<file path="config.mk">
export PLATFORM = sky130hd
export DESIGN_NAME = nn_spi_slave_ctrl
export DESIGN_NICKNAME = d
export VERILOG_FILES = /design/src/rtl/nn_spi_slave_ctrl.sv
export SDC_FILE = /design/constraint.sdc
export NUM_CORES = 1
export LEC_CHECK = 0
export ABC_AREA = 1
export BUFFER_PORTS_ARGS = -buffer_cell sky130_fd_sc_hd__buf_4
export CORE_AREA = 5 5 103 129
export CTS_BUF_LIST = sky130_fd_sc_hd__clkbuf_8
export DETAILED_ROUTE_END_ITERATION = 16
export DIE_AREA = 0 0 108 134
export PLACE_DENSITY = 0.79
export RECOVER_POWER = 50
export SYNTH_ARGS = -nofsm -noshare
export SYNTH_HDL_FRONTEND = slang
export SYNTH_SLANG_ARGS = --single-unit
export TNS_END_PERCENT = 30
</file>
<file path="constraint.sdc">
create_clock -name clk -period 3.95 [get_ports clk]
set_input_delay 0.395 -clock clk [delete_from_list [all_inputs] [get_ports clk]]
set_output_delay 0.395 -clock clk [all_outputs]
set_load 0.02 [all_outputs]
</file>
<file path="src/rtl/nn_spi_slave_ctrl.sv">
// SPI mode-0 slave, oversampled on clk, for host control of the spiking NN core.
// Decodes rw/addr/data frames into NN control, spike injection and register-file writes.
module nn_spi_slave_ctrl #(
  parameter int NUM_NEURONS = 4,
  parameter int ADDR_WIDTH  = 7,
  parameter int DATA_WIDTH  = 32,
  parameter int SYNC_STAGES = 2
) (
  input  logic                   clk,
  input  logic                   rst,
  input  logic                   sclk,
  input  logic                   ss_n,
  input  logic                   mosi,
  output logic                   miso,
  output logic                   miso_oe,
  output logic                   nn_reset_n,
  output logic [NUM_NEURONS-1:0] nn_input_spikes,
  input  logic [NUM_NEURONS-1:0] nn_output_spikes,
  output logic                   reg_prog_en,
  output logic [ADDR_WIDTH-1:0]  reg_prog_addr,
  output logic [DATA_WIDTH-1:0]  reg_prog_data,
  output logic                   frame_abort
);
  localparam int FRAME_LEN = 1 + ADDR_WIDTH + DATA_WIDTH;
  localparam int CNT_W     = $clog2(FRAME_LEN + 1);
  localparam logic [ADDR_WIDTH-1:0] A_CTRL      = ADDR_WIDTH'(0);
  localparam logic [ADDR_WIDTH-1:0] A_SPIKE_IN  = ADDR_WIDTH'(1);
  localparam logic [ADDR_WIDTH-1:0] A_SPIKE_OUT = ADDR_WIDTH'(2);
  localparam logic [ADDR_WIDTH-1:0] A_ID        = ADDR_WIDTH'(3);
  localparam logic [7:0]            ID_NN       = 8'(NUM_NEURONS);

  typedef enum logic [2:0] {
    IDLE_WAIT = 3'd0,
    IDLE      = 3'd1,
    CMD       = 3'd2,
    DATA      = 3'd3,
    DONE      = 3'd4
  } state_t;

  state_t                  state_r, state_nxt_s;
  logic [SYNC_STAGES-1:0]  sclk_sync_r, ss_n_sync_r, mosi_sync_r;
  logic                    sclk_d_r;
  logic                    sclk_s, ss_n_s, mosi_s, rise_s, fall_s;
  logic                    shift_en_s, cmd_end_s, frame_end_s, abort_s, oe_s, drive_s;
  logic [CNT_W-1:0]        bit_cnt_r;
  logic [DATA_WIDTH-1:0]   frame_r, rd_sr_r;
  logic [ADDR_WIDTH:0]     cmd_nxt_s;
  logic                    rw_r, commit_r;
  logic [ADDR_WIDTH-1:0]   addr_r;
  logic [NUM_NEURONS-1:0]  sticky_r, snap_r;

  function automatic logic [DATA_WIDTH-1:0] rd_value(input logic [ADDR_WIDTH-1:0] a,
                                                     input logic [NUM_NEURONS-1:0] st,
                                                     input logic rn);
    logic [DATA_WIDTH-1:0] v;
    v = '0;
    case (a)
      A_CTRL:      v[0] = rn;
      A_SPIKE_OUT: v[NUM_NEURONS-1:0] = st;
      A_ID:        v[15:0] = {ID_NN, 8'h02};
      default:     v = '0;
    endcase
    return v;
  endfunction

  assign sclk_s    = sclk_sync_r[SYNC_STAGES-1];
  assign ss_n_s    = ss_n_sync_r[SYNC_STAGES-1];
  assign mosi_s    = mosi_sync_r[SYNC_STAGES-1];
  assign rise_s    = sclk_s & ~sclk_d_r;
  assign fall_s    = ~sclk_s & sclk_d_r;
  assign cmd_nxt_s = {frame_r[ADDR_WIDTH-1:0], mosi_s};

  // Input synchronisers; ss_n resets to "selected" so IDLE_WAIT sees a real release.
  always_ff @(posedge clk or posedge rst) begin
    if (rst) begin
      sclk_sync_r <= '0;
      ss_n_sync_r <= '0;
      mosi_sync_r <= '0;
      sclk_d_r    <= 1'b0;
    end else begin
      sclk_sync_r <= {sclk_sync_r[SYNC_STAGES-2:0], sclk};
      ss_n_sync_r <= {ss_n_sync_r[SYNC_STAGES-2:0], ss_n};
      mosi_sync_r <= {mosi_sync_r[SYNC_STAGES-2:0], mosi};
      sclk_d_r    <= sclk_s;
    end
  end

  // FSM state register.
  always_ff @(posedge clk or posedge rst) begin
    if (rst) state_r <= IDLE_WAIT;
    else     state_r <= state_nxt_s;
  end

  // FSM next-state logic.
  always_comb begin
    state_nxt_s = state_r;
    case (state_r)
      IDLE_WAIT: if (ss_n_s) state_nxt_s = IDLE; else state_nxt_s = IDLE_WAIT;
      IDLE:      if (!ss_n_s) state_nxt_s = CMD; else state_nxt_s = IDLE;
      CMD: begin
        if (ss_n_s) state_nxt_s = IDLE;
        else if (rise_s && bit_cnt_r == CNT_W'(ADDR_WIDTH)) state_nxt_s = DATA;
        else state_nxt_s = CMD;
      end
      DATA: begin
        if (ss_n_s) state_nxt_s = IDLE;
        else if (rise_s && bit_cnt_r == CNT_W'(FRAME_LEN - 1)) state_nxt_s = DONE;
        else state_nxt_s = DATA;
      end
      DONE:      if (ss_n_s) state_nxt_s = IDLE; else state_nxt_s = DONE;
      default:   state_nxt_s = IDLE_WAIT;
    endcase
  end

  // FSM outputs: shift/snapshot/commit strobes, abort and pad enable.
  always_comb begin
    shift_en_s  = 1'b0;
    cmd_end_s   = 1'b0;
    frame_end_s = 1'b0;
    abort_s     = 1'b0;
    oe_s        = 1'b0;
    drive_s     = 1'b0;
    case (state_r)
      CMD: begin
        shift_en_s = rise_s & ~ss_n_s;
        cmd_end_s  = shift_en_s & (bit_cnt_r == CNT_W'(ADDR_WIDTH));
        abort_s    = ss_n_s & (bit_cnt_r != CNT_W'(0));
        oe_s       = ~ss_n_s;
      end
      DATA: begin
        shift_en_s  = rise_s & ~ss_n_s;
        frame_end_s = shift_en_s & (bit_cnt_r == CNT_W'(FRAME_LEN - 1));
        abort_s     = ss_n_s;
        oe_s        = ~ss_n_s;
        drive_s     = fall_s & ~ss_n_s;
      end
      DONE:    oe_s = ~ss_n_s;
      default: oe_s = 1'b0;
    endcase
  end

  // Frame shifter, command capture, read snapshot and miso serialiser.
  always_ff @(posedge clk or posedge rst) begin
    if (rst) begin
      bit_cnt_r <= '0;
      frame_r   <= '0;
      rd_sr_r   <= '0;
      rw_r      <= 1'b0;
      addr_r    <= '0;
      snap_r    <= '0;
      miso      <= 1'b0;
    end else begin
      if (state_r == CMD || state_r == DATA) begin
        if (shift_en_s) bit_cnt_r <= bit_cnt_r + CNT_W'(1);
      end else begin
        bit_cnt_r <= '0;
      end
      if (shift_en_s) frame_r <= {frame_r[DATA_WIDTH-2:0], mosi_s};
      if (cmd_end_s) begin
        rw_r    <= cmd_nxt_s[ADDR_WIDTH];
        addr_r  <= cmd_nxt_s[ADDR_WIDTH-1:0];
        snap_r  <= sticky_r;
        rd_sr_r <= cmd_nxt_s[ADDR_WIDTH] ? rd_value(cmd_nxt_s[ADDR_WIDTH-1:0], sticky_r, nn_reset_n)
                                         : '0;
      end else if (drive_s) begin
        rd_sr_r <= {rd_sr_r[DATA_WIDTH-2:0], 1'b0};
      end
      if (drive_s) miso <= rd_sr_r[DATA_WIDTH-1];
      else if (state_r != DATA) miso <= 1'b0;
    end
  end

  // Status flops: commit strobe, abort pulse, pad enable.
  always_ff @(posedge clk or posedge rst) begin
    if (rst) begin
      commit_r    <= 1'b0;
      frame_abort <= 1'b0;
      miso_oe     <= 1'b0;
    end else begin
      commit_r    <= frame_end_s;
      frame_abort <= abort_s;
      miso_oe     <= oe_s;
    end
  end

  // Register-map commit and sticky spike capture (snapshot bits clear on read completion).
  always_ff @(posedge clk or posedge rst) begin
    if (rst) begin
      nn_reset_n      <= 1'b0;
      nn_input_spikes <= '0;
      reg_prog_en     <= 1'b0;
      reg_prog_addr   <= '0;
      reg_prog_data   <= '0;
      sticky_r        <= '0;
    end else begin
      nn_input_spikes <= '0;
      reg_prog_en     <= 1'b0;
      if (commit_r && !rw_r) begin
        case (addr_r)
          A_CTRL:             nn_reset_n <= frame_r[0];
          A_SPIKE_IN:         nn_input_spikes <= frame_r[NUM_NEURONS-1:0];
          A_SPIKE_OUT, A_ID:  begin end
          default: begin
            reg_prog_en   <= 1'b1;
            reg_prog_addr <= addr_r;
            reg_prog_data <= frame_r;
          end
        endcase
      end
      if (commit_r && rw_r && addr_r == A_SPIKE_OUT) sticky_r <= (sticky_r & ~snap_r) | nn_output_spikes;
      else sticky_r <= sticky_r | nn_output_spikes;
    end
  end
endmodule

</file>
==> results of run 1 <==
[state kept, by name, indices dropped and copies added (netlist names), 2 cells and up]
register	flops
nn_input_spikes	4
ss_n_sync_r	2
reg_prog_addr	7
rd_sr_r	32
frame_r	32
addr_r	7
reg_prog_data	32
state_r	3
bit_cnt_r	6
sticky_r	4
snap_r	4
mosi_sync_r	2
sclk_sync_r	2
[logic make-up after synthesis]
family,Yosys count
AOI/OAI and AO/OA,138
and+or+nand+nor,178
DFF,145
adders and majority gates,2
xor gates and xnor gates,1
buffers and inverters,122
[power by group]
group / internal (uW) / leakage [uW] / switching [uW]
combinational: 58.8 / 0.000904 / 128
clock: 658 / 0.000209 / 560
sequential: 1550 / 0.00196 / 40.6
total: 2270 / 0.00307 / 729
[critical path, cell delays in order]
cell and delay, ps:
clkbuf_4 110, clkinvlp_2 1110, clkbuf_2 1110
[worst max-delay path by stage]
| stage | start | endpoint | slack (ps) |
|---|---|---|---|
| floorplan | rst | addr_r[0] | 1740 |
| global placement | addr_r[6] | reg_prog_data[31] | 1970 |
| detailed placement | ss_n_sync_r[1] | rd_sr_r[25] | 1860 |
| CTS | bit_cnt_r[0] | rd_sr_r[1] | 1830 |
| global route | rst | addr_r[4] | 990 |
| finish | rst | sticky_r[1] | 1540 |
[cell type report]
| cell class | count | area (sq um) | area share [%] |
|---|---|---|---|
| tap | 164 | 205 | 3.08 |
| timing repair buffer | 58 | 404 | 6.07 |
| sequential | 145 | 3630 | 54.5 |
| inverter | 98 | 369 | 5.54 |
| multi-input combinational | 319 | 1630 | 24.5 |
| clock inverter | 13 | 161 | 2.42 |
| clock buffer | 19 | 262 | 3.93 |
[metrics by stage]
step	hold slack [ps]	setup WS, ps	utilization (%)
global placement	335	1970	52.7
CTS	39.6	1830	56.3
detailed placement	335	1860	52.7
floorplan	331	1740	-
finish	81.3	1540	55.8
global route	53.5	992	55.8
[routing by layer]
layer  share of wire, %  track usage [%]  vias up
met5                  0                0        -
met2                 50             25.8       81
met4                1.6             6.39        0
met3                4.4             4.43       19
met1                 44             20.5     1978
li1                   -                -     1976
[layout by cell type, fill, tap and decap left out, types with 2 or more instances in the layout]
cell type and n:
nor2_1 20, dfrtp_1 145, bufinv_16 3, o22ai_1 2
o21ai_0 68, a211oi_1 2, clkbuf_4 4, clkbuf_8 19
nand2_2 4, a21oi_1 11, nor2_2 3, inv_1 93
o21ai_1 36, nand2_1 115, ha_1 2, o22ai_2 18
clkbuf_2 2, buf_4 45, clkbuf_1 7, clkinv_2 2
nand3_1 18, clkinvlp_4 3, clkinv_4 3, inv_2 5
nor3_1 8, nand4_1 6
==> impl_metrics.py, run 1 <==
metrics = {
    "clock_tree": {
        "cts_resized": 0,
        "cts_post_setup_buffers_inserted": 0,
        "clock_latency_ps": 440,
        "cts-htree-levels": 4,
        "cts_sinks": 145,
        "cts_tree": "yes",
        "cts_buffers": 17,
        "clockBufferDepth": 2,
        "root_buffer": "clkbuf_8",
        "cts_hold_buf": 0,
        "clkTransAtPathRegs_ps": 80,
    },
    "synth": {
        "syn_inst": 586,
        "synth_top_family_by_area": "compound AO/OA/AOI/OAI gates",
        "synth-edff-count": 0,
        "yosysMostFrequentCell": "dfrtp_1",
        "ys_types": 28,
        "synth-seq-area-share_pct": 62.3,
        "synthTopCellsByArea": "dfrtp_1 62%, nand2_1 7.5%, inv_1 6.0%",
        "syn_avg_cell_area_sq_um": 9.94,
        "async_flop_share_pct": 100,
        "synth_top_cell_area_share_pct": 62.3,
        "synth_fa_ha_area_share_pct": 0.430,
        "synth_top_area_cell": "dfrtp_1",
        "yosys.area_share.simple_pct": 13.0,
        "netlist_top_cells_count": "145 x dfrtp_1, 116 x nand2_1, 93 x inv_1",
        "syn_nets": 597,
        "synth_compound_area_share_pct": 14.4,
        "muxShareOfSynthArea_pct": 0,
        "ys_warn_count": 0,
        "synth-seq-cells": 145,
        "synth_xor_area_share_pct": 0.150,
        "synth_flop_cell": "dfrtp_1",
        "syn_area_sq_um": 5820,
    },
    "floorplanning": {
        "coreArea_sq_um": 11900,
        "dieHeight_um": 134,
        "ios": 57,
        "row_count": 45,
        "initial_utilization_pct": 48.8,
        "die_area_sq_um": 14500,
        "die_w_um": 108,
    },
    "drt": {
        "detail_route.iter0.violations": 253,
        "postRouteWirelength_um": 10900,
        "drc": 0,
        "dr.pass1.iters": 5,
        "drt.antenna.violating_nets": 0,
        "drt-wirelength-per-cell_um": 13.3,
        "vias": 4054,
        "vias_per_cell": 4.97,
    },
    "placement": {
        "dpl.cell_count": 784,
        "numPortBuffers": 56,
        "dp_hpwl_um": 7270,
        "gp_congestion": 0.914,
        "place_area_sq_um": 6300,
    },
    "setup_path": {
        "reg2reg_from": "bit_cnt_r[0]",
        "cp-end-kind": "async pin",
        "rrSetupSlack_ps": 1810,
        "worst_ep_arrival_time_ps": 2760,
        "rr_worst_depth": 7,
        "crit_fanout": 52,
        "critPathRequiredTime_ps": 4310,
        "startpoint_type": "input pin",
        "r2r-end": "rd_sr_r[1]",
        "crit_type": "input pin to async pin",
    },
    "power_and_ir_drop": {
        "p_leak_uw": 0.00307,
        "power.density_nw_per_um2": 450,
        "ir_worst_vdd_uv": 213,
        "power.total_uw": 3000,
    },
    "sta": {
        "fmax_mhz": 416,
        "hold_viol_final": 0,
        "skew_ps": 11.3,
        "setup_viol": 0,
        "fin_tns_setup_ps": 0,
        "period_minus_slack_ps": 2410,
        "finalCritPeriodShare_pct": 60.9,
        "slew_violations": 48,
        "slew_headroom_pct": -32.2,
        "tightestPinTransition_ps": 1970,
        "rsz0062_at_grt": "false",
    },
    "global_route": {
        "antenna_found_initial": 0,
        "grt_max_degree": 79,
        "grt_pass1_vias": 4005,
        "gr-usage-all-layers_pct": 16.0,
        "grt_pass1_wl_um": 18600,
        "overflow": 0,
    },
    "min_path": {
        "hp-start": "mosi",
        "hold_depth": 1,
        "whs_endpoint": "mosi_sync_r[0]",
        "hp-class": "input pin to flip-flop",
    },
    "final_layout": {
        "fin_area_sq_um": 6660,
        "nets": 650,
        "fin_cells": 816,
        "syn2layout_area_growth_pct": 14.3,
        "drive_above_1_share_pct": 17.8,
        "n_antenna_cell": 0,
        "fillers": 1032,
    },
    "run_status": {
        "violations": "max-capacitance violations, max-slew violations",
        "status": "finished, violations left",
    },
    "job": {
        "maxCapViolCount": 1,
    },
}
Note: power is estimated with default switching activity, not from simulation.
==> run 2, diff against run 1 <==
--- a/config.mk
+++ b/config.mk
@@ -5,13 +5,13 @@
 export SDC_FILE = /design/constraint.sdc
 export NUM_CORES = 1
 export LEC_CHECK = 0
-export ABC_AREA = 1
+export ABC_AREA = 0
 export BUFFER_PORTS_ARGS = -buffer_cell sky130_fd_sc_hd__buf_4
-export CORE_AREA = 5 5 103 129
+export CORE_AREA = 5 5 102 128
 export CTS_BUF_LIST = sky130_fd_sc_hd__clkbuf_8
 export DETAILED_ROUTE_END_ITERATION = 16
-export DIE_AREA = 0 0 108 134
-export PLACE_DENSITY = 0.79
+export DIE_AREA = 0 0 107 133
+export PLACE_DENSITY = 0.76
 export RECOVER_POWER = 50
 export SYNTH_ARGS = -nofsm -noshare
 export SYNTH_HDL_FRONTEND = slang
==> constraint.sdc (replaced) <==
create_clock -name clk -period 2.3 [get_ports clk]
set_input_delay 0.23 -clock clk [delete_from_list [all_inputs] [get_ports clk]]
set_output_delay 0.23 -clock clk [all_outputs]
set_load 0.02 [all_outputs]
==> run 2 against run 1 <==
Against the previous run: combinational power increased by 4%; register-to-register slack got worse by 1600 ps; via count decreased by 15%; sequential power increased by 68%; wire length decreased by 7.5%; total power increased by 61%; the flow still finishes with violations (max-capacitance violations, max-slew violations); synthesized cell count decreased by 26%; first-iteration DRC count decreased by 37%; critical endpoint is now snap_r[2]; core utilization increased by 0.89 points; critical path type is now flip-flop to flip-flop.
==> impl_metrics.py, run 2 <==
metrics = {
    "drt": {
        "postRouteWirelength_um": 10000,
        "vias": 3446,
        "detail_route.iter0.violations": 159,
        "vias_per_cell": 5.24,
        "dr.pass1.iters": 4,
        "drc": 0,
        "drt.antenna.violating_nets": 0,
        "drt-wirelength-per-cell_um": 15.3,
    },
    "min_path": {
        "hp-start": "sclk_sync_r[0]",
        "hold_depth": 0,
        "whs_endpoint": "sclk_sync_r[1]",
        "hp-class": "flip-flop to flip-flop",
    },
    "sta": {
        "period_minus_slack_ps": 2060,
        "fmax_mhz": 486,
        "skew_ps": 14.0,
        "rsz0062_at_grt": "false",
        "finalCritPeriodShare_pct": 89.5,
        "setup_viol": 0,
        "hold_viol_final": 0,
        "slew_violations": 146,
        "tightestPinTransition_ps": 1900,
        "fin_tns_setup_ps": 0,
        "slew_headroom_pct": -26.8,
    },
    "final_layout": {
        "syn2layout_area_growth_pct": 17.5,
        "register_area_sq_um": 3630,
        "largest_registers": "frame_r: 32 flops, rd_sr_r: 32 flops, reg_prog_data: 32 flops",
        "fin_area_sq_um": 6700,
        "final_common_cell": "dfrtp_1",
        "drive_above_1_share_pct": 34.2,
        "n_antenna_cell": 0,
        "multiInputGateArea_sq_um": 1930,
        "fillers": 973,
        "nets": 515,
        "final_cell_mix": "145 x dfrtp_1, 84 x mux2_2, 70 x nand2_1",
    },
    "setup_path": {
        "crit_chain": "or4b_4 -> nor4_4 -> buf_12 -> mux2_2",
        "crit_fanout": 47,
        "crit_path_max_incr_delay_ps": 580,
        "worst_ep_arrival_time_ps": 2380,
        "reg2reg_from": "bit_cnt_r[3]",
        "startpoint_type": "flip-flop",
        "cpMaxStageDelayCell": "or4b_4",
        "cp-end-kind": "flip-flop",
        "rrSetupSlack_ps": 240,
        "rr_worst_depth": 4,
        "crit_type": "flip-flop to flip-flop",
        "r2r-end": "snap_r[2]",
        "critPathRequiredTime_ps": 2620,
    },
    "global_route": {
        "overflow": 0,
        "grt_pass1_vias": 3689,
        "antenna_found_initial": 0,
        "grt_max_degree": 146,
        "gr-usage-all-layers_pct": 15.3,
        "grt_pass1_wl_um": 17600,
    },
    "synth": {
        "ys_warn_count": 0,
        "synth-seq-cells": 145,
        "netlist_top_cells_count": "145 x dfrtp_1, 84 x mux2_2, 70 x nand2_1",
        "syn_area_sq_um": 5700,
        "ys_types": 41,
        "yosysMostFrequentCell": "dfrtp_1",
        "synth_top_area_cell": "dfrtp_1",
        "synth_flop_cell": "dfrtp_1",
        "synth-seq-area-share_pct": 63.6,
        "syn_inst": 433,
        "synthTopCellsByArea": "dfrtp_1 64%, mux2_2 17%, nand2_1 4.6%",
        "syn_avg_cell_area_sq_um": 13.2,
        "async_flop_share_pct": 100,
        "synth-edff-count": 0,
        "synth_top_cell_area_share_pct": 63.6,
        "syn_nets": 444,
    },
    "placement": {
        "place_area_sq_um": 6300,
        "gp_congestion": 0.741,
        "dp_hpwl_um": 6530,
        "numPortBuffers": 56,
    },
    "clock_tree": {
        "root_buffer": "clkbuf_8",
        "cts_buffers": 17,
        "cts_tree": "yes",
        "clock_latency_ps": 440,
        "clockBufferDepth": 2,
        "cts_sinks": 145,
        "cts-htree-levels": 4,
        "cts_post_setup_buffers_inserted": 0,
        "clkTransAtPathRegs_ps": 80,
    },
    "floorplanning": {
        "die_w_um": 107,
        "ios": 57,
        "coreArea_sq_um": 11800,
        "row_count": 45,
        "die_area_sq_um": 14200,
        "dieHeight_um": 133,
        "initial_utilization_pct": 48.2,
    },
    "run_status": {
        "status": "finished, violations left",
        "violations": "max-capacitance violations, max-slew violations",
    },
    "power_and_ir_drop": {
        "ir_worst_vdd_uv": 637,
        "power.density_nw_per_um2": 722,
        "power.total_uw": 4840,
        "p_leak_uw": 0.00329,
    },
    "job": {
        "maxCapViolCount": 1,
    },
}
## run 2: cell count changes after synthesis, moves of 36 or more
cell | before | now
o21ai_0 | 68 | 3
nand2_1 | 116 | 70
inv_1 | 93 | 5
mux2_2 | 0 | 84
o21ai_1 | 36 | 0
## run 2: area by class of cell
| class | count | area share [%] |
|---|---|---|
| inverters | 5 | 0.299 |
| multi-input cells | 263 | 28.9 |
| well taps | 141 | 2.63 |
| repair buffers | 72 | 7.99 |
| flip-flops and latches | 145 | 54.2 |
| clock inverters | 14 | 2.35 |
| clock buffers | 18 | 3.70 |
## run 2: cells by family (layout without fill, tap and decap cells)
kind of cell               count (synthesis)  count (layout)  share of synthesized area (%)
DFF                                      145             145                           63.6
and+or+nand+nor                          123             123                           10.5
muxes                                     91              91                           17.8
AOI/OAI and AO/OA                         42              42                           4.32
buffers and inverters                     25             109                           2.50
xor gates and xnor gates                   5               5                          0.768
adders and majority gates                  2               2                          0.439
## run 2: worst max-delay path by stage
| stage | from | endpoint | cells past startpoint |
|---|---|---|---|
| detailed placement | bit_cnt_r[3] | rw_r | 4 |
| CTS | bit_cnt_r[3] | addr_r[5] | 4 |
| global placement | bit_cnt_r[3] | snap_r[2] | 4 |
| global route | bit_cnt_r[3] | snap_r[3] | 4 |
| floorplan | rst | addr_r[0] | 1 |
| finish | bit_cnt_r[3] | snap_r[2] | 4 |
## run 2: worst max-delay path, delay by kind of cell, from the launching register on
kind | cells | cell delay, ps
simple gates | 2 | 850
buf+inv | 1 | 280
mux | 1 | 360
flops | 1 | 430
## run 2: repair_timing
action / 4_1_cts / 5_1_grt
hold endpoints to repair: 7 / 0
hold buffers: 7 / 0
gates resized for setup: 0 / 0
## run 2: report_power, final
| part | total, uW | internal (uW) | switching [uW] |
|---|---|---|---|
| clock network | 1980 | 1000 | 978 |
| registers | 2670 | 2600 | 61.7 |
| logic | 194 | 84.3 | 109 |
## run 2: stage by stage
step / setup WS [ps] / hold WS, ps / utilization (%) / cells
2_1_floorplan: 251 / 261 / - / 433
3_3_place_gp: 295 / 338 / 53.3 / 619
3_5_place_dp: 256 / 341 / 53.3 / 619
4_1_cts: 242 / 46.0 / 57.3 / 658
5_1_grt: 181 / 367 / 56.7 / 658
6_report: 242 / 356 / 56.7 / 658
## run 2: layer usage
layer | track usage (%) | vias up | share of wire (%)
met4 | 5.83 | 0 | 0.99
met3 | 4.73 | 7 | 5.1
met2 | 25.3 | 61 | 51
li1 | - | 1618 | -
met1 | 18.7 | 1760 | 43
met5 | 0 | - | 0
==> run 3, diff against run 2 <==
--- a/config.mk
+++ b/config.mk
@@ -16,4 +16,4 @@
 export SYNTH_ARGS = -nofsm -noshare
 export SYNTH_HDL_FRONTEND = slang
 export SYNTH_SLANG_ARGS = --single-unit
-export TNS_END_PERCENT = 30
+export TNS_END_PERCENT = 20
==> constraint.sdc (replaced) <==
create_clock -name clk -period 2.3 [get_ports clk]
set_input_delay 0.23 -clock clk [delete_from_list [all_inputs] [get_ports clk]]
set_output_delay 0.23 -clock clk [all_outputs]
set_load 0.01 [all_outputs]
==> run 3 against run 2 <==
Against the previous run: the flow still finishes with violations (max-capacitance violations, max-slew violations); critical path depth is the same; clock power is essentially flat; core utilization is the same; register-to-register slack is essentially flat; non-clock buffer count is the same; design area is the same; first-iteration DRC count is the same; combinational power is essentially flat; wire length grew 0.13%; total power is essentially flat; flip-flop and latch count is the same; count of clock-buffer cells in the layout is the same; largest cell class unchanged; highest routed layer unchanged.
==> impl_metrics.py, run 3 (synthesized netlist as in run 2, its figures left out) <==
metrics = {
    "run_status": {
        "status": "finished, violations left",
        "violations": "max-capacitance violations, max-slew violations",
    },
    "setup_path": {
        "cp-end-kind": "flip-flop",
        "crit_fanout": 47,
        "worst_ep_arrival_time_ps": 2380,
        "crit_path_max_incr_delay_ps": 580,
        "crit_chain": "or4b_4 -> nor4_4 -> buf_12 -> mux2_2",
        "cpMaxStageDelayCell": "or4b_4",
        "startpoint_type": "flip-flop",
        "crit_type": "flip-flop to flip-flop",
        "rr_worst_depth": 4,
        "critPathRequiredTime_ps": 2620,
    },
    "clock_tree": {
        "cts_tree": "yes",
        "cts-htree-levels": 4,
        "clockBufferDepth": 2,
        "root_buffer": "clkbuf_8",
        "cts_sinks": 145,
        "clock_latency_ps": 440,
        "clkTransAtPathRegs_ps": 80,
        "cts_buffers": 17,
    },
    "final_layout": {
        "final_cell_mix": "145 x dfrtp_1, 84 x mux2_2, 70 x nand2_1",
        "final_common_cell": "dfrtp_1",
        "drive_above_1_share_pct": 34.2,
        "largest_registers": "frame_r: 32 flops, rd_sr_r: 32 flops, reg_prog_data: 32 flops",
        "fillers": 975,
        "n_antenna_cell": 0,
        "utilization_pct": 56.7,
        "nets": 515,
        "syn2layout_area_growth_pct": 17.5,
    },
    "sta": {
        "finalCritPeriodShare_pct": 89.5,
        "fmax_mhz": 486,
        "rsz0062_at_grt": "false",
        "fin_tns_setup_ps": 0,
        "period_minus_slack_ps": 2060,
        "skew_ps": 14.0,
        "slew_violations": 146,
        "slew_headroom_pct": -26.8,
        "tightestPinTransition_ps": 1900,
        "setup_viol": 0,
        "hold_viol_final": 0,
        "holdWs_ps": 356,
    },
    "drt": {
        "drt-wirelength-per-cell_um": 15.3,
        "detail_route.iter0.violations": 159,
        "postRouteWirelength_um": 10100,
        "vias": 3454,
        "dr.pass1.iters": 4,
        "vias_per_cell": 5.25,
        "drc": 0,
        "drt.antenna.violating_nets": 0,
    },
    "power_and_ir_drop": {
        "clkPwrFrac_pct": 40.9,
        "ir_worst_vdd_uv": 637,
        "p_switching_uw": 1150,
        "p_int_uw": 3690,
        "power.density_nw_per_um2": 722,
        "switching_share_pct": 23.7,
        "power.total_uw": 4840,
        "p_comb_share_pct": 4.0,
        "p_leak_uw": 0.00329,
        "power_frac_seq_pct": 55.1,
    },
    "floorplanning": {
        "row_count": 45,
        "initial_utilization_pct": 48.2,
        "dieHeight_um": 133,
        "die_w_um": 107,
        "die_area_sq_um": 14200,
        "ios": 57,
        "coreArea_sq_um": 11800,
    },
    "placement": {
        "numPortBuffers": 56,
        "dp_hpwl_um": 6530,
        "gp_congestion": 0.741,
    },
    "global_route": {
        "overflow": 0,
        "grt_pass1_wl_um": 17600,
        "gr-usage-all-layers_pct": 15.3,
        "antenna_found_initial": 0,
        "grt_max_degree": 146,
        "grt_pass1_vias": 3689,
    },
    "min_path": {
        "hold_depth": 0,
        "hp-class": "flip-flop to flip-flop",
    },
    "job": {
        "maxCapViolCount": 1,
    },
}
run 3: cell counts in the layout (fill, tap and decap cells not counted):
No cell type changed its count.
run 3: power by group through the flow:
stage	clock network [uW]	logic (uW)	registers, uW
2_1_floorplan	0	145	2690
3_3_place_gp	0	187	2710
3_5_place_dp	0	194	2720
4_1_cts	2030	204	2670
5_1_grt	2150	218	2680
6_report	1980	192	2670
run 3: repair_timing:
item	4_1_cts	5_1_grt
gates resized for setup	0	0
setup buffers	0	0
hold endpoints to repair	7	0
hold buffers	7	0
run 3: path summary, 6_finish.rpt:
| path | from | to | slack, ps |
|---|---|---|---|
| max | bit_cnt_r[3] | snap_r[2] | 240 |
| min | sclk_sync_r[0] | sclk_sync_r[1] | 360 |
| max reg2reg | bit_cnt_r[3] | snap_r[2] | 240 |
| min reg2reg | sclk_sync_r[0] | sclk_sync_r[1] | 360 |
| max in group asynchronous | rst | snap_r[3] | 620 |
| min in group asynchronous | rst | reg_prog_data[28] | 490 |
run 3: cell type report:
type | count | area, sq um | area share (%)
Timing Repair Buffer | 72 | 536 | 7.99
Tap cell | 141 | 176 | 2.63
Clock inverter | 14 | 158 | 2.35
Multi-Input combinational cell | 263 | 1930 | 28.9
Inverter | 5 | 20.0 | 0.299
Sequential cell | 145 | 3630 | 54.2
Clock buffer | 18 | 248 | 3.70
run 3: metal layers:
metal	up-vias	part of all wire, %	track usage (%)	routed length (um)
met5	-	0	0	0
met4	0	0.98	5.83	99
met3	7	5.1	4.73	513
met2	61	51	25.3	5110
met1	1766	43	18.7	4340
li1	1620	-	-	-
run 3: critical path, delay by kind of cell (launching register included):
kind	cells	cell delay, ps
simple gates	2	850
flops	1	430
mux	1	360
buf+inv	1	280
run 3: metrics by stage:
stage | setup slack, ps | area, sq um | cells
floorplan | 251 | 5710 | 433
global placement | 295 | 6300 | 619
detailed placement | 256 | 6300 | 619
CTS | 242 | 6780 | 658
global route | 181 | 6700 | 658
finish | 242 | 6700 | 658
